==> src/rtl/mips_pkg.sv <==
// Shared MIPS pipeline definitions: reset/bubble constants and the IF/ID
// register layout that decode also consumes.
package mips_pkg;

    localparam logic [31:0] RESET_PC_DEFAULT = 32'h0000_0000;
    localparam logic [31:0] NOP_INSTR        = 32'h0000_0000;  // sll $0,$0,0
    localparam int unsigned WORD_BYTES       = 4;

    typedef struct packed {
        logic [31:0] instr;
        logic [31:0] pc4;
        logic        valid;
    } ifid_t;

endpackage

==> src/rtl/fetch_stage_if.sv <==
// Fetch-stage bus: hazard/redirect controls in, instruction memory port,
// and the IF/ID outputs toward decode.
interface fetch_stage_if;

    logic        stall;
    logic        branch_taken;
    logic [31:0] branch_target;
    logic        jump;
    logic [31:0] jump_target;
    logic [31:0] imem_addr;
    logic [31:0] imem_instr;
    logic [31:0] ifid_instr;
    logic [31:0] ifid_pc4;
    logic        ifid_valid;
    logic        fetch_fault;
    logic [31:0] fetch_count;

    modport master (
        input  stall, branch_taken, branch_target, jump, jump_target, imem_instr,
        output imem_addr, ifid_instr, ifid_pc4, ifid_valid, fetch_fault, fetch_count
    );

    modport slave (
        output stall, branch_taken, branch_target, jump, jump_target, imem_instr,
        input  imem_addr, ifid_instr, ifid_pc4, ifid_valid, fetch_fault, fetch_count
    );

endinterface

==> src/rtl/pc_reg.sv <==
// Program counter with prioritised next-PC selection (branch > jump > stall
// > sequential), word alignment of redirect targets, and range detection.
module pc_reg
    import mips_pkg::WORD_BYTES;
#(
    parameter logic [31:0] RESET_PC   = mips_pkg::RESET_PC_DEFAULT,
    parameter int unsigned IMEM_BYTES = 256
) (
    input  logic        clk,
    input  logic        rst,
    input  logic        stall,
    input  logic        branch_taken,
    input  logic [31:0] branch_target,
    input  logic        jump,
    input  logic [31:0] jump_target,
    output logic [31:0] pc,
    output logic [31:0] pc_plus4,
    output logic        in_range
);

    localparam logic [31:0] ALIGN_MASK = ~32'(WORD_BYTES - 1);
    localparam logic [31:0] LAST_PC    = 32'(IMEM_BYTES - WORD_BYTES);

    always_comb begin
        pc_plus4 = pc + 32'(WORD_BYTES);
        in_range = (pc <= LAST_PC);
    end

    // An out-of-range PC parks in place until a redirect moves it.
    always_ff @(posedge clk) begin
        if (rst)
            pc <= RESET_PC;
        else if (branch_taken)
            pc <= branch_target & ALIGN_MASK;
        else if (jump)
            pc <= jump_target & ALIGN_MASK;
        else if (!stall && in_range)
            pc <= pc_plus4;
    end

endmodule

==> src/rtl/fetch_stage.sv <==
// Instruction fetch: drives the PC to instruction memory and registers the
// returned word with its PC+4 into IF/ID; tracks fetch faults and count.
module fetch_stage
    import mips_pkg::ifid_t;
#(
    parameter logic [31:0] RESET_PC   = mips_pkg::RESET_PC_DEFAULT,
    parameter int unsigned IMEM_BYTES = 256,
    parameter logic [31:0] NOP_INSTR  = mips_pkg::NOP_INSTR
) (
    input  logic          clk,
    input  logic          rst,
    fetch_stage_if.master bus
);

    localparam ifid_t BUBBLE = '{instr: NOP_INSTR, pc4: 32'h0, valid: 1'b0};

    logic [31:0] pc;
    logic [31:0] pc_plus4;
    logic        in_range;
    ifid_t       ifid_p1;
    logic        fetch_fault_p1;
    logic [31:0] fetch_count_p1;

    pc_reg #(
        .RESET_PC   (RESET_PC),
        .IMEM_BYTES (IMEM_BYTES)
    ) u_pc_reg (
        .clk           (clk),
        .rst           (rst),
        .stall         (bus.stall),
        .branch_taken  (bus.branch_taken),
        .branch_target (bus.branch_target),
        .jump          (bus.jump),
        .jump_target   (bus.jump_target),
        .pc            (pc),
        .pc_plus4      (pc_plus4),
        .in_range      (in_range)
    );

    // IF -> IF/ID boundary
    always_ff @(posedge clk) begin
        if (rst) begin
            ifid_p1        <= BUBBLE;
            fetch_fault_p1 <= 1'b0;
            fetch_count_p1 <= 32'h0;
        end else if (bus.branch_taken || bus.jump) begin
            ifid_p1 <= BUBBLE;
        end else if (!bus.stall) begin
            if (in_range) begin
                ifid_p1        <= '{instr: bus.imem_instr, pc4: pc_plus4, valid: 1'b1};
                fetch_count_p1 <= fetch_count_p1 + 32'd1;
            end else begin
                ifid_p1        <= BUBBLE;
                fetch_fault_p1 <= 1'b1;
            end
        end
    end

    assign bus.imem_addr   = pc;
    assign bus.ifid_instr  = ifid_p1.instr;
    assign bus.ifid_pc4    = ifid_p1.pc4;
    assign bus.ifid_valid  = ifid_p1.valid;
    assign bus.fetch_fault = fetch_fault_p1;
    assign bus.fetch_count = fetch_count_p1;

endmodule
==> src/flat_wrapper.sv <==
// flat-port wrapper written by rule: the top's interface ports become plain ports
module fetch_stage_flat import mips_pkg::ifid_t;
#(
    parameter logic [31:0] RESET_PC   = mips_pkg::RESET_PC_DEFAULT,
    parameter int unsigned IMEM_BYTES = 256,
    parameter logic [31:0] NOP_INSTR  = mips_pkg::NOP_INSTR
)
  (clk, rst, bus_stall, bus_branch_taken, bus_branch_target, bus_jump, bus_jump_target, bus_imem_instr, bus_imem_addr, bus_ifid_instr, bus_ifid_pc4, bus_ifid_valid, bus_fetch_fault, bus_fetch_count);
  fetch_stage_if bus_i ();
  input  logic clk;
  input  logic rst;
  input wire logic [$bits(bus_i.stall)-1:0] bus_stall;
  input wire logic [$bits(bus_i.branch_taken)-1:0] bus_branch_taken;
  input wire logic [$bits(bus_i.branch_target)-1:0] bus_branch_target;
  input wire logic [$bits(bus_i.jump)-1:0] bus_jump;
  input wire logic [$bits(bus_i.jump_target)-1:0] bus_jump_target;
  input wire logic [$bits(bus_i.imem_instr)-1:0] bus_imem_instr;
  output wire logic [$bits(bus_i.imem_addr)-1:0] bus_imem_addr;
  output wire logic [$bits(bus_i.ifid_instr)-1:0] bus_ifid_instr;
  output wire logic [$bits(bus_i.ifid_pc4)-1:0] bus_ifid_pc4;
  output wire logic [$bits(bus_i.ifid_valid)-1:0] bus_ifid_valid;
  output wire logic [$bits(bus_i.fetch_fault)-1:0] bus_fetch_fault;
  output wire logic [$bits(bus_i.fetch_count)-1:0] bus_fetch_count;
  assign bus_i.stall = bus_stall;
  assign bus_i.branch_taken = bus_branch_taken;
  assign bus_i.branch_target = bus_branch_target;
  assign bus_i.jump = bus_jump;
  assign bus_i.jump_target = bus_jump_target;
  assign bus_i.imem_instr = bus_imem_instr;
  assign bus_imem_addr = bus_i.imem_addr;
  assign bus_ifid_instr = bus_i.ifid_instr;
  assign bus_ifid_pc4 = bus_i.ifid_pc4;
  assign bus_ifid_valid = bus_i.ifid_valid;
  assign bus_fetch_fault = bus_i.fetch_fault;
  assign bus_fetch_count = bus_i.fetch_count;
  fetch_stage #(.RESET_PC(RESET_PC), .IMEM_BYTES(IMEM_BYTES), .NOP_INSTR(NOP_INSTR)) u_core (.clk(clk), .rst(rst), .bus(bus_i));
endmodule
==> config.mk <==
export PLATFORM = sky130hd
export DESIGN_NAME = fetch_stage_flat
export DESIGN_NICKNAME = d
export VERILOG_FILES = /design/src/rtl/mips_pkg.sv /design/src/rtl/fetch_stage_if.sv /design/src/rtl/pc_reg.sv /design/src/rtl/fetch_stage.sv /design/src/flat_wrapper.sv
export SDC_FILE = /design/constraint.sdc
export NUM_CORES = 1
export LEC_CHECK = 0
export BUFFER_PORTS_ARGS = -buffer_cell sky130_fd_sc_hd__buf_2
export CAP_MARGIN = 5
export CORE_MARGIN = 3
export CORE_UTILIZATION = 45
export DETAILED_ROUTE_END_ITERATION = 7
export PLACE_DENSITY = 0.86
export SYNTH_ARGS = -nofsm -noshare
export SYNTH_HDL_FRONTEND = slang
export SYNTH_SLANG_ARGS = --single-unit
==> constraint.sdc <==
create_clock -name clk -period 5.7 [get_ports clk]
set_input_delay 0.285 -clock clk [delete_from_list [all_inputs] [get_ports clk]]
set_output_delay 0.285 -clock clk [all_outputs]
set_load 0.1 [all_outputs]
# After elaboration in Yosys (flattened, before gate mapping)
# Index checks and enable logic that the tools add are counted.
# totals
ramBits,0
romBits,0
output_inout_bits,130
word_cells,25
inputBits,101
n_memories,0
latchBits,0
regBits,130
# op_classes
add_sub_neg,2
bitwise,3
shifts,0
n_reduce_logical,8
n_lt_le_gt_ge,1
n_mux,4
div_mod_pow,0
multipliers,0
n_eq_ne,0
# op_table
cell,count
2-to-1 mux 32 bit,3
2-to-1 mux 65 bit,1
"adder 32 x 1 -> 32 bit, second input constant",1
"adder 32 x 3 -> 32 bit, second input constant",1
"less-or-equal comparator 32 x 8 -> 1 bit, second input constant",1
AND reduction 3 bit,2
inverter 1 bit,3
nonzero test 3 bit,1
OR reduction 3 bit,1
OR reduction 2 bit,1
logical AND 1 bit,1
logical NOT 1 bit,1
logical OR 1 bit,1

# Depth between registers and ports, before layout
# depth
word_depth,5
ltp_mapped,8
depth_no_buf,6

# Modules after synthesis
# Synthesis repeated with hierarchy kept, for this count alone.
# unflattened
cells_unflattened,680
area_unflattened_um2,5863.1
# modules_own_cells
module,seq_area_each_um2,instances,area_each_um2,cells_each
fetch_stage,1961.9,1,3746.1,406
pc_reg,600.6,1,2117.0,274

# Worst setup path after synthesis
# No wires, ideal clock.
# synth_timing
path_kind,register -> register
from,register u_core.fetch_count_p1[5] (netlist: u_core.bus.fetch_count[5])
to,register u_core.fetch_count_p1[31] (netlist: u_core.bus.fetch_count[31])
synth_period_minus_slack_ns,3.127
path_stages_with_launch,8
slack_ns,2.573
required_time_ns,5.630
arrival_ns,3.057
cell_sequence,dfxtp_1 -> or4b_4 -> or3_1 -> buf_2 -> or3_1 -> clkbuf_2 -> or4_1 -> a21oi_1
# synth_between
elab_chain_len,1
# synth_rtl
item,line_no,text
"start, declared",fetch_stage.sv:22,logic [31:0] fetch_count_p1;
"start signal, assigned",fetch_stage.sv:51,fetch_count_p1 <= fetch_count_p1 + 32'd1;
adder 32 x 1 -> 32 bit,fetch_stage.sv:51,
# Every way passes these cells.
# A chain may end at the register's enable or synchronous reset.

# Worst setup path after layout
# layout_timing
from,register u_core.u_pc_reg.pc[28]
to,register u_core.u_pc_reg.pc[3]
# layout_between
elab_chain_len,3
# layout_rtl
item,line_no,text
"start, declared",pc_reg.sv:16,"output logic [31:0] pc,"
"start signal, assigned",pc_reg.sv:34,pc <= branch_target & ALIGN_MASK;
"start signal, assigned",pc_reg.sv:36,pc <= jump_target & ALIGN_MASK;
"start signal, assigned",pc_reg.sv:38,pc <= pc_plus4;
less-or-equal comparator 32 x 8 -> 1 bit,pc_reg.sv:26,in_range = (pc <= LAST_PC);
logical AND 1 bit,pc_reg.sv:37,else if (!stall && in_range)
nonzero test 3 bit (no source line),-,
# Every way passes these cells.

==> results.md <==
Placed design:
- The port buffer count is 222.
- The instance area at placement is around 6600 sq um.
- The last weighted congestion value of the routability-driven placer is 0.858.
- Detailed placement ended at an HPWL of between 10000 and 15000 um.
- The post-place setup slack is 2550 ps.

Power and ir drop:
- The share of power burned in the clock network is 0.492.
- The power density over cell area is ~320 nW/um^2.
- The analysis attributes to cell leakage a power of 3.18 nW.
- The sequential fraction of design power is 0.388.
- The cell-internal power is between 0.0015 and 0.002 W.
- Of the total power, combinational logic draws 0.120.
- The worst-case IR drop observed on VDD is 219 uV.
- The analysis attributes to net switching a power of just over 0.0006 W.
- The switching portion of total power is 0.261.

Clock network:
- The root buffer cell chosen for the clock tree is clkbuf_16.
- The number of buffers inserted during clock tree synthesis is 17.
- The clock latency on the worst-skew pair is approximately 410 ps.
- The clock transition at the register clock pins on the worst setup and hold paths after CTS is around 50 ps.
- TritonCTS built the clock tree.
- The count of buffers added by post-CTS timing repair for setup is 0.
- Post-CTS repair changed the size of 0 cells.
- The clock net in this run drives a total of about 130 sinks.
- The H-tree generated during clock tree synthesis spans 4 levels.
- The number of buffers inserted for hold repair after clock tree synthesis is 0.
- Counting along the longest clock path gives a buffer depth of 2.

Status:
- The flow ran to the end, and the final reports show no timing, DRC or antenna violations.

STA:
- The hold violation count in the final report is 0.
- Setup repair after global routing left no endpoint under its margin.
- The setup slack of the critical path after layout is between 2000 and 2500 ps.
- The achievable frequency is around 310 MHz.
- Hold is met by ~110 ps.
- At the pin with the least slew margin, the transition time is approximately 940 ps.
- The clock period minus worst slack is 3200 ps.
- The setup skew after layout is around 5.3 ps.
- The number of pins exceeding their max-slew limit in the final report is 0.
- In this run the tightest slew margin relative to its limit is 0.373.
- After routing, the total negative slack on setup checks comes to 0 ps.
- Dividing the final minimum period by the clock period gives 0.562.
- The count of final setup violators is 0.

Synthesis:
- The most used flip-flop cell after synthesis is dfxtp_1.
- Of the post-synthesis cell area, the dominant cell type holds 0.460.
- For this run, the register share of the synthesized area comes to 0.460.
- Each instance of the synthesized netlist takes up on average between 8 and 9 sq um.
- The number of register bits inferred by synthesis is about 130.
- After synthesis, the share of flip-flops with an asynchronous set or reset is 0.
- The number of instances in the synthesized netlist is about 650.
- The total standard cell area after synthesis is around 5500 sq um.
- The number of distinct library cell variants in the gate-level netlist after synthesis is 46.
- The library cell occupying the most area in the post-synthesis netlist is dfxtp_1.
- In this run, synthesis inferred 0 flip-flops with an integrated enable.
- The number of warnings issued by yosys is 0.
- After synthesis, the cell types taking the most area are dfxtp_1, a21oi_1, nand3b_1, nand2_1, nor2_1.

Flow run:
- Across the run, the number of max-cap violations was 0.

Drt:
- The count of vias placed by the detailed router is 5423.
- The DRC violations left is 0.
- The post-detailed-route wirelength per cell is about 16 um.
- In the routed layout, each cell is associated on average with a via count of ~5.4.
- The first-iteration detailed-routing DRC count is 396.
- The total iterations of the first detailed-routing run is 5.
- Summed over all layers, the routed wires come to approximately 16000 um.
- The remaining antenna violation count is 0.

Finish:
- Fill cells in the final layout number between 1000 and 1500.
- The final net count is roughly 950.
- Summing all multi-input logic gate instances after layout gives between 2000 and 3000 sq um.
- Registers take about 2500 sq um.
- The most common library cell in the layout ignoring fill and taps is buf_2.
- The cell area after layout is just over 7000 sq um.
- The antenna cell count is 0.
- The ratio of cells with drive above 1 in the final layout is 0.310.
- Leaving out fill and tap cells, the most frequent cells in the layout are buf_2, dfxtp_1, a21oi_1.
- The area growth from synthesis to final layout is 32.5%.

Critical path:
- The startpoint type of the worst setup path is a flop.
- The category of the critical setup timing path is reg -> reg.
- Traced cell by cell, the critical path runs through nor4_1 > nand4_1 > nor3_1 > mux2i_1 > a211oi_1.
- The critical path contains buffers and inverters numbering 0 combined.
- The critical path's top delay family is simple AND/OR/NAND/NOR gates.
- The startpoint identified for the worst register-to-register timing path is u_core.u_pc_reg.pc[28]$_SDFFE_PP0P_.
- In this run the worst path has a maximum fanout of 21.
- The critical path starts at u_core.u_pc_reg.pc[28]$_SDFFE_PP0P_.
- The delay of the slowest critical-path stage is approximately 1000 ps.
- The worst setup path is captured at a flop.
- For this design, the slowest cell found on the critical path is nor3_1.
- The signal arrival time at the worst endpoint is between 3000 and 4000 ps.
- The critical path required time is between 6000 and 7000 ps.

Floorplan:
- The horizontal extent of the die is about 120 um.
- The number of primary I/O pins is between 200 and 250.
- The floorplan has 39 rows.
- The core region area is between 10000 and 15000 sq um.
- The initial cell density of the core is 0.470.
- The area of the die is 13500 sq um.
- The die boundary height is between 100 and 150 um.

GRT:
- The via count of the first global-routing pass is approximately 5000.
- The remaining global-route overflow is 0.
- The number of antenna violations at the first check in global routing is 0.
- The first-pass GRT wire length is 24600 um.
- The total global-route track usage is 0.229.
- Entering global routing, the biggest net connects around 110 pins.

Worst hold path:
- The class of the tightest hold or removal check is in -> reg.
- In this run the most critical hold path is launched from bus_branch_target[24].
-- final cells by class --
cell class / count / share of cell area
multi-input cells: 462 / 0.374
inverters: 10 / 0.00517
clock buffers: 21 / 0.0661
flip-flops and latches: 126 / 0.347
well taps: 143 / 0.0246
clock inverters: 11 / 0.0222
repair buffers: 229 / 0.160
-- worst min-delay path: cells and delay by family --
family	cells	cell delay, ps
buf+inv	1	70
simple gates	1	70
compound gates	1	50
-- kinds of logic (layout without fill, tap and decap cells) --
family / after synthesis / in the layout / synth area share
fa+ha+maj: 2 / 2 / 0.00456
other cells: 1 / 4 / 0.000684
buf+inv: 61 / 271 / 0.0463
simple gates: 288 / 288 / 0.282
mux: 16 / 16 / 0.0294
flops: 126 / 126 / 0.460
xor+xnor: 25 / 25 / 0.0399
compound gates: 127 / 127 / 0.137
-- synth_stat cells (6+ instances only) --
| cell type | count |
|---|---|
| o21ai_0 | 10 |
| inv_1 | 9 |
| o31ai_1 | 9 |
| xor2_1 | 6 |
| xnor2_1 | 19 |
| nor4_1 | 22 |
| a22oi_1 | 9 |
| a21oi_1 | 72 |
| nor2_1 | 59 |
| nor3_1 | 11 |
| dfxtp_1 | 126 |
| or3_1 | 9 |
| or4_1 | 12 |
| nand3b_1 | 35 |
| clkbuf_1 | 39 |
| o22ai_1 | 6 |
| nand2_1 | 65 |
| a211oi_1 | 9 |
| and3_1 | 29 |
| nand3_1 | 15 |
| nand4_1 | 12 |
| mux2i_1 | 15 |
-- per-stage QoR --
stage	power, W	cells	utilization
after global placement	0.00121	970	0.568
after CTS	0.00237	1002	0.623
after global routing	0.00244	1002	0.623
final	0.00236	1002	0.623
after detailed placement	0.00122	970	0.568
after floorplan	0.00114	649	-
-- power groups by stage --
stage	registers [W]	clock network, W	logic (W)
global placement	0.000933	0	0.000280
detailed placement	0.000934	0	0.000282
global route	0.000917	0.00122	0.000302
floorplan	0.00103	0	0.000110
finish	0.000915	0.00116	0.000283
CTS	0.000915	0.00117	0.000283
-- layer usage --
| metal | vias up | track usage | share of wire |
|---|---|---|---|
| met5 | - | 0 | 0 |
| met4 | 0 | 0.0797 | 0.022 |
| met3 | 26 | 0.0642 | 0.066 |
| met2 | 177 | 0.363 | 0.48 |
| met1 | 2510 | 0.300 | 0.43 |
| li1 | 2710 | - | - |
-- worst paths after layout --
| path | end | slack (ps) | cells after the start |
|---|---|---|---|
| hold / removal | u_core.u_pc_reg.pc[24]$_SDFFE_PP0P_ | 110 | 3 |
| setup reg to reg | u_core.u_pc_reg.pc[3]$_SDFFE_PP0P_ | 2500 | 5 |
| hold reg to reg | u_core.bus.ifid_instr[26]$_SDFFE_PP0N_ | 450 | 2 |
| setup / recovery | u_core.u_pc_reg.pc[3]$_SDFFE_PP0P_ | 2500 | 5 |
Power figures use the tool's default switching activity.
